## src/rtl/hubris_arb_pkg.sv

```systemverilog
// Shared types and constants for the Hubris unified-memory arbiter.
package hubris_arb_pkg;

  typedef enum logic [1:0] {
    ST_IDLE    = 2'd0,
    ST_WAIT_IF = 2'd1,
    ST_WAIT_DM = 2'd2
  } arb_state_e;

  typedef enum logic [1:0] {
    OWN_NONE = 2'd0,
    OWN_IF   = 2'd1,
    OWN_DM   = 2'd2
  } owner_e;

  // Same byte-count encoding as the register-file write width.
  localparam logic [3:0] WIDTH_BYTE = 4'd1;
  localparam logic [3:0] WIDTH_HALF = 4'd2;
  localparam logic [3:0] WIDTH_WORD = 4'd4;

  function automatic owner_e state_owner(input arb_state_e s);
    case (s)
      ST_WAIT_IF: state_owner = OWN_IF;
      ST_WAIT_DM: state_owner = OWN_DM;
      default:    state_owner = OWN_NONE;
    endcase
  endfunction

endpackage

```

## src/rtl/hubris_arb_starve_ctr.sv

```systemverilog
// Saturating up-counter with clear; sat flags that IF has waited LIMIT DM grants.
module hubris_arb_starve_ctr #(
  parameter int LIMIT = 4
) (
  input  logic clk,
  input  logic reset,
  input  logic inc,
  input  logic clr,
  output logic sat
);

  localparam int CW = $clog2(LIMIT + 1);

  logic [CW-1:0] cnt_q, cnt_d;

  assign sat = (cnt_q == CW'(LIMIT));

  always_comb begin
    cnt_d = cnt_q;
    if (clr)
      cnt_d = '0;
    else if (inc && !sat)
      cnt_d = cnt_q + CW'(1);
  end

  always_ff @(posedge clk) begin
    if (reset) cnt_q <= '0;
    else       cnt_q <= cnt_d;
  end

endmodule

```

## src/rtl/hubris_mem_arbiter.sv

```systemverilog
// Shares one single-port memory between IF and MEM-stage requesters.
// HUBRIS_ARB_ANTISTARVE_EN: force an IF issue after STARVE_LIMIT DM grants.
//
// state      | meaning
// IDLE       | nothing outstanding; issue allowed
// WAIT_IF    | fetch outstanding; issue allowed on its mem_rvalid
// WAIT_DM    | data access outstanding; issue allowed on its mem_rvalid
module hubris_mem_arbiter
  import hubris_arb_pkg::*;
#(
  parameter int ADDR_WIDTH   = 32,
  parameter int DATA_WIDTH   = 32,
  parameter int STARVE_LIMIT = 4
) (
  input  logic                  clk,
  input  logic                  reset,
  input  logic                  if_req,
  input  logic [ADDR_WIDTH-1:0] if_addr,
  output logic                  if_gnt,
  output logic                  if_rvalid,
  output logic [DATA_WIDTH-1:0] if_rdata,
  input  logic                  dm_req,
  input  logic                  dm_we,
  input  logic [3:0]            dm_width,
  input  logic [ADDR_WIDTH-1:0] dm_addr,
  input  logic [DATA_WIDTH-1:0] dm_wdata,
  output logic                  dm_gnt,
  output logic                  dm_rvalid,
  output logic [DATA_WIDTH-1:0] dm_rdata,
  output logic                  mem_req,
  output logic                  mem_we,
  output logic [3:0]            mem_width,
  output logic [ADDR_WIDTH-1:0] mem_addr,
  output logic [DATA_WIDTH-1:0] mem_wdata,
  input  logic                  mem_ready,
  input  logic                  mem_rvalid,
  input  logic [DATA_WIDTH-1:0] mem_rdata,
  output logic                  proto_err
);

  arb_state_e state_q, state_d;
  logic       drain_q, drain_d;
  logic       proto_err_q, proto_err_d;
  logic       issue_ok, force_if, sel_dm, sel_if;
  owner_e     owner;

  assign issue_ok = !reset && ((state_q == ST_IDLE) || mem_rvalid);

`ifdef HUBRIS_ARB_ANTISTARVE_EN
  logic starve_sat;

  hubris_arb_starve_ctr #(.LIMIT(STARVE_LIMIT)) u_starve_ctr (
    .clk   (clk),
    .reset (reset),
    .inc   (dm_gnt && if_req),
    .clr   (if_gnt),
    .sat   (starve_sat)
  );

  assign force_if = starve_sat && if_req;
`else
  logic unused_starve_limit;
  assign unused_starve_limit = (STARVE_LIMIT != 0);
  assign force_if = 1'b0;
`endif

  assign sel_dm  = issue_ok && dm_req && !force_if;
  assign sel_if  = issue_ok && if_req && !sel_dm;
  assign mem_req = sel_dm || sel_if;
  assign dm_gnt  = sel_dm && mem_ready;
  assign if_gnt  = sel_if && mem_ready;

  always_comb begin
    mem_we    = 1'b0;
    mem_width = '0;
    mem_addr  = '0;
    mem_wdata = '0;
    if (sel_dm) begin
      mem_we    = dm_we;
      mem_width = dm_width;
      mem_addr  = dm_addr;
      mem_wdata = dm_wdata;
    end else if (sel_if) begin
      mem_width = WIDTH_WORD;
      mem_addr  = if_addr;
    end
  end

  // Drain is only ever set while IDLE, so state alone identifies the owner.
  assign owner     = state_owner(state_q);
  assign if_rvalid = !reset && mem_rvalid && (owner == OWN_IF);
  assign dm_rvalid = !reset && mem_rvalid && (owner == OWN_DM);
  assign if_rdata  = if_rvalid ? mem_rdata : '0;
  assign dm_rdata  = dm_rvalid ? mem_rdata : '0;
  assign proto_err = proto_err_q;

  always_comb begin
    state_d     = state_q;
    drain_d     = drain_q;
    proto_err_d = proto_err_q;
    if (mem_rvalid && (state_q == ST_IDLE) && !drain_q)
      proto_err_d = 1'b1;
    if (mem_rvalid || if_gnt || dm_gnt)
      drain_d = 1'b0;
    if (dm_gnt)
      state_d = ST_WAIT_DM;
    else if (if_gnt)
      state_d = ST_WAIT_IF;
    else if (mem_rvalid)
      state_d = ST_IDLE;
  end

  always_ff @(posedge clk) begin
    if (reset) begin
      state_q     <= ST_IDLE;
      drain_q     <= 1'b1;
      proto_err_q <= 1'b0;
    end else begin
      state_q     <= state_d;
      drain_q     <= drain_d;
      proto_err_q <= proto_err_d;
    end
  end

endmodule

```

## config.mk

```make
export PLATFORM = sky130hd
export DESIGN_NAME = hubris_mem_arbiter
export DESIGN_NICKNAME = d
export VERILOG_FILES = /design/src/rtl/hubris_arb_pkg.sv /design/src/rtl/hubris_arb_starve_ctr.sv /design/src/rtl/hubris_mem_arbiter.sv
export SDC_FILE = /design/constraint.sdc
export NUM_CORES = 1
export LEC_CHECK = 0
export CORE_AREA = 2 2 108 110
export DETAILED_ROUTE_END_ITERATION = 12
export DIE_AREA = 0 0 110 112
export HOLD_SLACK_MARGIN = 0.1
export SYNTH_ARGS = -nofsm -noshare
export SYNTH_HDL_FRONTEND = slang
export SYNTH_HIERARCHICAL = 1
export SYNTH_SLANG_ARGS = --single-unit
```

## constraint.sdc

```tcl
create_clock -name clk -period 1.7 [get_ports clk]
set_input_delay 0.34 -clock clk [delete_from_list [all_inputs] [get_ports clk]]
set_output_delay 0.34 -clock clk [all_outputs]
set_load 0.02 [all_outputs]
```

Yosys cells after proc, flatten, opt, wreduce, memory -nomap -nowiden
Index checks and enable logic that the tools add are counted.
{ "classes": {"mux": 12, "n_eq_ne": 4, "reduce_logical": 22} }
{ "ops": {"columns": ["op", "count"], "rows": [
  ["$mux 32", 5],
  ["$logic_and 1x1->1", 11],
  ["$mux 2", 3],
  ["$eq 2x1->1 const B", 2],
  ["$eq 2x2->1 const B", 2],
  ["$logic_or 1x1->1", 4],
  ["$mux 4", 1],
  ["$pmux 2 s2", 1],
  ["$logic_not 1->1", 3],
  ["$mux 3", 1],
  ["$reduce_bool 3->1", 1],
  ["$logic_not 2->1", 1],
  ["$reduce_bool 2->1", 1],
  ["$reduce_or 2->1", 1],
  ["$mux 1", 1]
]} }
{ "totals": {"register_bits": 4, "out_inout_bits": 139, "input_bits": 139, "elab_cells": 42} }

Longest topological paths before layout
{ "logic_depth": {"depth_word": 9, "depth_mapped": 6, "depth_no_buf": 3} }

Least setup slack after synthesis
OpenSTA, ideal clock, no wires.
{ "synth_path": {"kind": "input to output", "from": "input dm_req", "to": "output mem_addr[15]", "arrival_ns": 1.286, "n_path_buf": 3, "t_required_ns": 1.360, "path_slack_ns": 0.074, "cell_stages": 6, "cell_sequence": "buf_2 -> nor2b_1 -> buf_2 -> buf_2 -> a22oi_1 -> nor2_1"} }
{ "synth_via": {"elab_chain_cells": 5} }
{ "synth_rtl": {"columns": ["item", "line", "source"], "rows": [
  ["start: declaration", "hubris_mem_arbiter.sv:22", "input logic dm_req,"],
  ["$logic_and 1x1->1 *", "hubris_mem_arbiter.sv:67", "assign sel_dm = issue_ok && dm_req && !force_if;"],
  ["$logic_not 1->1", "hubris_mem_arbiter.sv:68", "assign sel_if = issue_ok && if_req && !sel_dm;"],
  ["$logic_and 1x1->1", "hubris_mem_arbiter.sv:68", null],
  ["$mux 32", "hubris_mem_arbiter.sv:83", "end else if (sel_if) begin"],
  ["$mux 32 *", "hubris_mem_arbiter.sv:78", "if (sel_dm) begin"],
  ["end: declaration", "hubris_mem_arbiter.sv:33", "output logic [ADDR_WIDTH-1:0] mem_addr,"]
]} }
Every way passes the cells marked *; elsewhere a longest branch is shown, timed or not.

Final worst setup path
{ "layout_path": {"from": "register state_q[0]", "to": "output if_gnt"} }
{ "layout_via": {"elab_chain_cells": 7, "elab_cells_between_ends": 8, "classes_between": "8 x reduce/logical"} }
{ "layout_rtl": {"columns": ["item", "line", "source"], "rows": [
  ["start: declaration", "hubris_mem_arbiter.sv:41", "arb_state_e state_q, state_d;"],
  ["start signal: assignment", "hubris_mem_arbiter.sv:119", "state_q <= state_d;"],
  ["$logic_not 2->1 *", "hubris_mem_arbiter.sv:47", "assign issue_ok = !reset && ((state_q == ST_IDLE) || mem_rvalid);"],
  ["$logic_or 1x1->1 *", "hubris_mem_arbiter.sv:47", null],
  ["$logic_and 1x1->1 *", "hubris_mem_arbiter.sv:47", null],
  ["$logic_and 1x1->1", "hubris_mem_arbiter.sv:67", null],
  ["$logic_not 1->1", "hubris_mem_arbiter.sv:68", null],
  ["$logic_and 1x1->1 *", "hubris_mem_arbiter.sv:68", null],
  ["$logic_and 1x1->1 *", "hubris_mem_arbiter.sv:71", "assign if_gnt = sel_if && mem_ready;"],
  ["end: declaration", "hubris_mem_arbiter.sv:19", "output logic if_gnt,"]
]} }
Marked as above.

==> parameters.txt <==
Parameter                              Value

Status
  Outcome ... finished with violations
  Failing checks ... negative setup slack

Placed design
  Last weighted congestion value of the routability-driven placer ... roughly 0.77
  Pre-CTS worst setup slack ... -0.855 ns
  Area after detailed placement ... around 0.0044 mm^2
  Sum of net half-perimeters after detailed placement ... about 7500 um
  Count of input and output buffers ... 277

Floorplan
  Area of the core ... 0.0112 mm^2
  I/O pin total ... 278
  Number of cell rows ... 39
  Overall die height ... 112 um
  DIE AREA ... 0.0123 mm^2
  Die width ... 110 um
  Starting Density ... 0.124

Logic synthesis
  Most numerous cell types in the synthesized netlist ... 64 x and2_1, 38 x nor2_1, 37 x and3_1
  Synthesized area per cell ... roughly 6.4 um^2
  Number of warnings printed during yosys synthesis ... 6
  Cell count after synthesis ... 216
  Cells taking the most area after synthesis ... and2_1 29%, a22oi_1 17%, and3_1 17%
  Top flip-flop cell by instance count after synthesis ... dfxtp_1
  Number of synthesized flops with an enable pin ... 0
  Sequential area share after synthesis ... 0.0579
  Portion of synthesized cell area occupied by the leading cell type ... 0.290
  Cell accounting for the most synthesized area ... and2_1
  Leading cell type by number of instances after synthesis ... and2_1
  Seq cells post-synth ... 4
  Synth cell types ... 25
  Fraction of registers with async set or reset after synthesis ... 0
  Mapped Nets ... 355
  Netlist area before placement ... 0.00138 mm^2

Timing
  Fin Clk Skew ... 0.00155 ns
  Setup-violating endpoint count in the final report ... 117
  Peak Freq ... 555 MHz
  Max Slew Vio Count ... 0
  Share of the clock period used by the worst path after layout ... 1.06
  Max-Slew Margin vs Limit ... 0.776
  Worst Max-Slew Pin Slew ... 0.337 ns
  Tmin final ... around 1.8 ns
  WHS ... 0.471 ns
  Final worst setup slack ... -0.103 ns
  Setup repair after global routing missed its margin ... yes
  Count of final hold-check violations ... 0

Clock network
  Clock tree from TritonCTS ... done
  Num Clock Sinks ... 4
  Clock root buffer ... clkbuf_16
  Clock tree buffer depth ... 2
  Number of buffers added to fix hold violations after cts ... 0
  Cts bufs inserted ... 3
  Clk slew on worst S/H paths ... 0.03 ns
  CTS H-tree depth ... 1
  Clock latency on the worst-skew pair ... 0.22 ns

Pwr
  P_sw ... 588 uW
  Sw frac ... 0.336
  Portion of total power attributed to sequential cells ... 0.061
  Cell internal power dissipation ... between 1000 and 1500 uW
  Share of power burned in the clock network ... 0.209
  Static leakage ... 0.00246 uW
  Combinational Power Share ... 0.731
  Power density over the cells ... 308 mW/mm^2
  Worst supply voltage drop on vdd ... about 0.00024 V

Cells and area
  Share of cells above drive strength 1 ... 0.619
  Fill cell count ... 1045
  Area growth from synthesis to final layout ... 311%
  Antenna cells ... 0
  Final instance area ... 0.00568 mm^2
  Number of nets in the finished design ... 658

Global route
  Global-route usage over all layers ... 0.155
  Residual overflow from global routing ... 0
  Vias in the first global route ... 2769
  Initial antenna violation count ... 0
  Wire length of the first global-routing pass ... 14900 um
  Pin count of the biggest net entering global routing ... 39

Critical path
  Crit path required time ... 1.36 ns
  Cells on worst reg2reg path ... 8
  Buf+Inv Stages, Crit Path ... 3
  Cell at the slowest stage of the critical path ... dfxtp_4
  Class of the most critical setup path ... reg -> out
  Biggest cell delay along the critical path ... 0.36 ns
  Worst flop-to-flop path startpoint ... state_q[0]
  Worst reg2reg endpoint ... state_q[1]
  Crit path max fanout ... 4
  Kind of cell with the highest combined delay on the critical path ... buffers and inverters
  Data arrival time of the worst path ... 1.46 ns
  Critical Path, Cell by Cell ... nor2_4 -> o21ba_4 -> buf_12 -> clkbuf_16 -> and3_4 -> buf_6
  Launching instance or port of the critical path ... state_q[0]
  Capturing element type of the critical path ... output port
  Worst Setup Start Kind ... flip-flop
  Reg2reg setup slack ... 0.27 ns

Route
  Routed wirelength normalized by instance count ... 16.7 um
  Detailed Route Iter0 Violations ... 47
  Overall via count from detail_route ... 2817
  DR pass1 iterations ... 4
  Count of unresolved DRC violations after routing ... 0
  Total wirelength of the detailed-routed design ... around 11000 um
  Vias/cell ... 4.27
  Remaining number of nets flagged by the antenna check after routing ... 0

Hold path
  Hold/Removal Path Class ... reg -> reg
  Hold Crit Endpoint ... proto_err
  Launch instance of the worst min-delay path ... proto_err
  Worst hold stages ... 2

Flow run
  Maximum capacitance violations ... 0
worst min-delay path, cell delays in order, from the launching register on:
cell and delay (ns):
dfxtp_1 0.32, a31oi_1 0.04, nor2_1 0.07
power groups by stage:
stage               Combinational, uW  Clock (uW)  Sequential, uW
finish                           1280         365             106
global route                     1350         374             107
CTS                              1040         370             106
detailed placement                934           0             107
global placement                  930           0             107
floorplan                         332           0             109
area by class of cell:
type,instances,area (um^2),area share
Tap cell,143,179,0.0315
Inverter,2,10.0,0.00176
Timing Repair Buffer,323,3610,0.635
Multi-Input combinational cell,185,1720,0.303
Clock buffer,3,75.1,0.0132
Sequential cell,4,87.6,0.0154
cells in the final DEF (no fill, tap or decap):
cell type / n
a21oi_1: 1
a22oi_1: 27
a22oi_2: 5
a31o_2: 1
a31oi_1: 1
a32oi_1: 1
and2_1: 10
and2_4: 54
and3_1: 12
and3_4: 25
buf_12: 8
buf_16: 3
buf_2: 5
buf_4: 21
buf_6: 139
buf_8: 4
bufbuf_16: 1
clkbuf_16: 10
clkdlybuf4s50_1: 135
dfxtp_1: 2
dfxtp_4: 2
inv_1: 1
inv_4: 1
nand2_1: 1
nand2b_1: 1
nand3b_1: 1
nor2_1: 3
nor2_4: 36
nor2b_4: 1
nor4b_4: 2
o21ba_4: 1
o21bai_4: 1
o22ai_1: 1
layer usage:
| layer | wire length, um | vias up | GRT usage | part of all wire |
|---|---|---|---|---|
| met2 | 6110 | 163 | 0.306 | 0.55 |
| met3 | 1120 | 6 | 0.0340 | 0.10 |
| met4 | 57 | 0 | 0.0329 | 0.0052 |
| met5 | 0 | - | 0 | 0 |
| met1 | 3750 | 1291 | 0.163 | 0.34 |
| li1 | - | 1357 | - | - |
worst max path at each step:
stage                         end  slack [ns]  depth (start not counted)
CTS                  if_rdata[27]       -0.11                          5
global placement    mem_wdata[27]       -0.82                          5
detailed placement    dm_rdata[6]       -0.86                          5
finish                     if_gnt       -0.10                          6
floorplan            mem_addr[15]        0.07                          6
global route          if_rdata[7]       -0.16                          5
cell families (layout without fill, tap and decap cells):
group                  count (synthesis)  count (layout)  synth area share
AOI/OAI and AO/OA                     39              39             0.214
buffers and inverters                 27             328             0.111
DFF                                    4               4            0.0579
and+or+nand+nor                      146             146             0.616
state kept, by name, summed over array words and instances (netlist names):
| signal | cells |
|---|---|
| proto_err | 1 |
| drain_q | 1 |
| state_q | 2 |
metrics by stage:
stage,cells,total power (uW),TNS (ns),util
after floorplan,216,441,0,-
after global placement,628,1040,-105.98,0.392
after detailed placement,628,1040,-110.25,0.392
after CTS,653,1520,-7.78,0.447
after global routing,660,1830,-12.90,0.509
final,660,1750,-6.05,0.509
what timing repair did:
action	CTS	global route
pin swaps	34	52
resized for setup	845	165
setup endpoints to repair	138	138
cloned	9	7
buffers inserted	13	5
(Power assumes the default switching activity.)
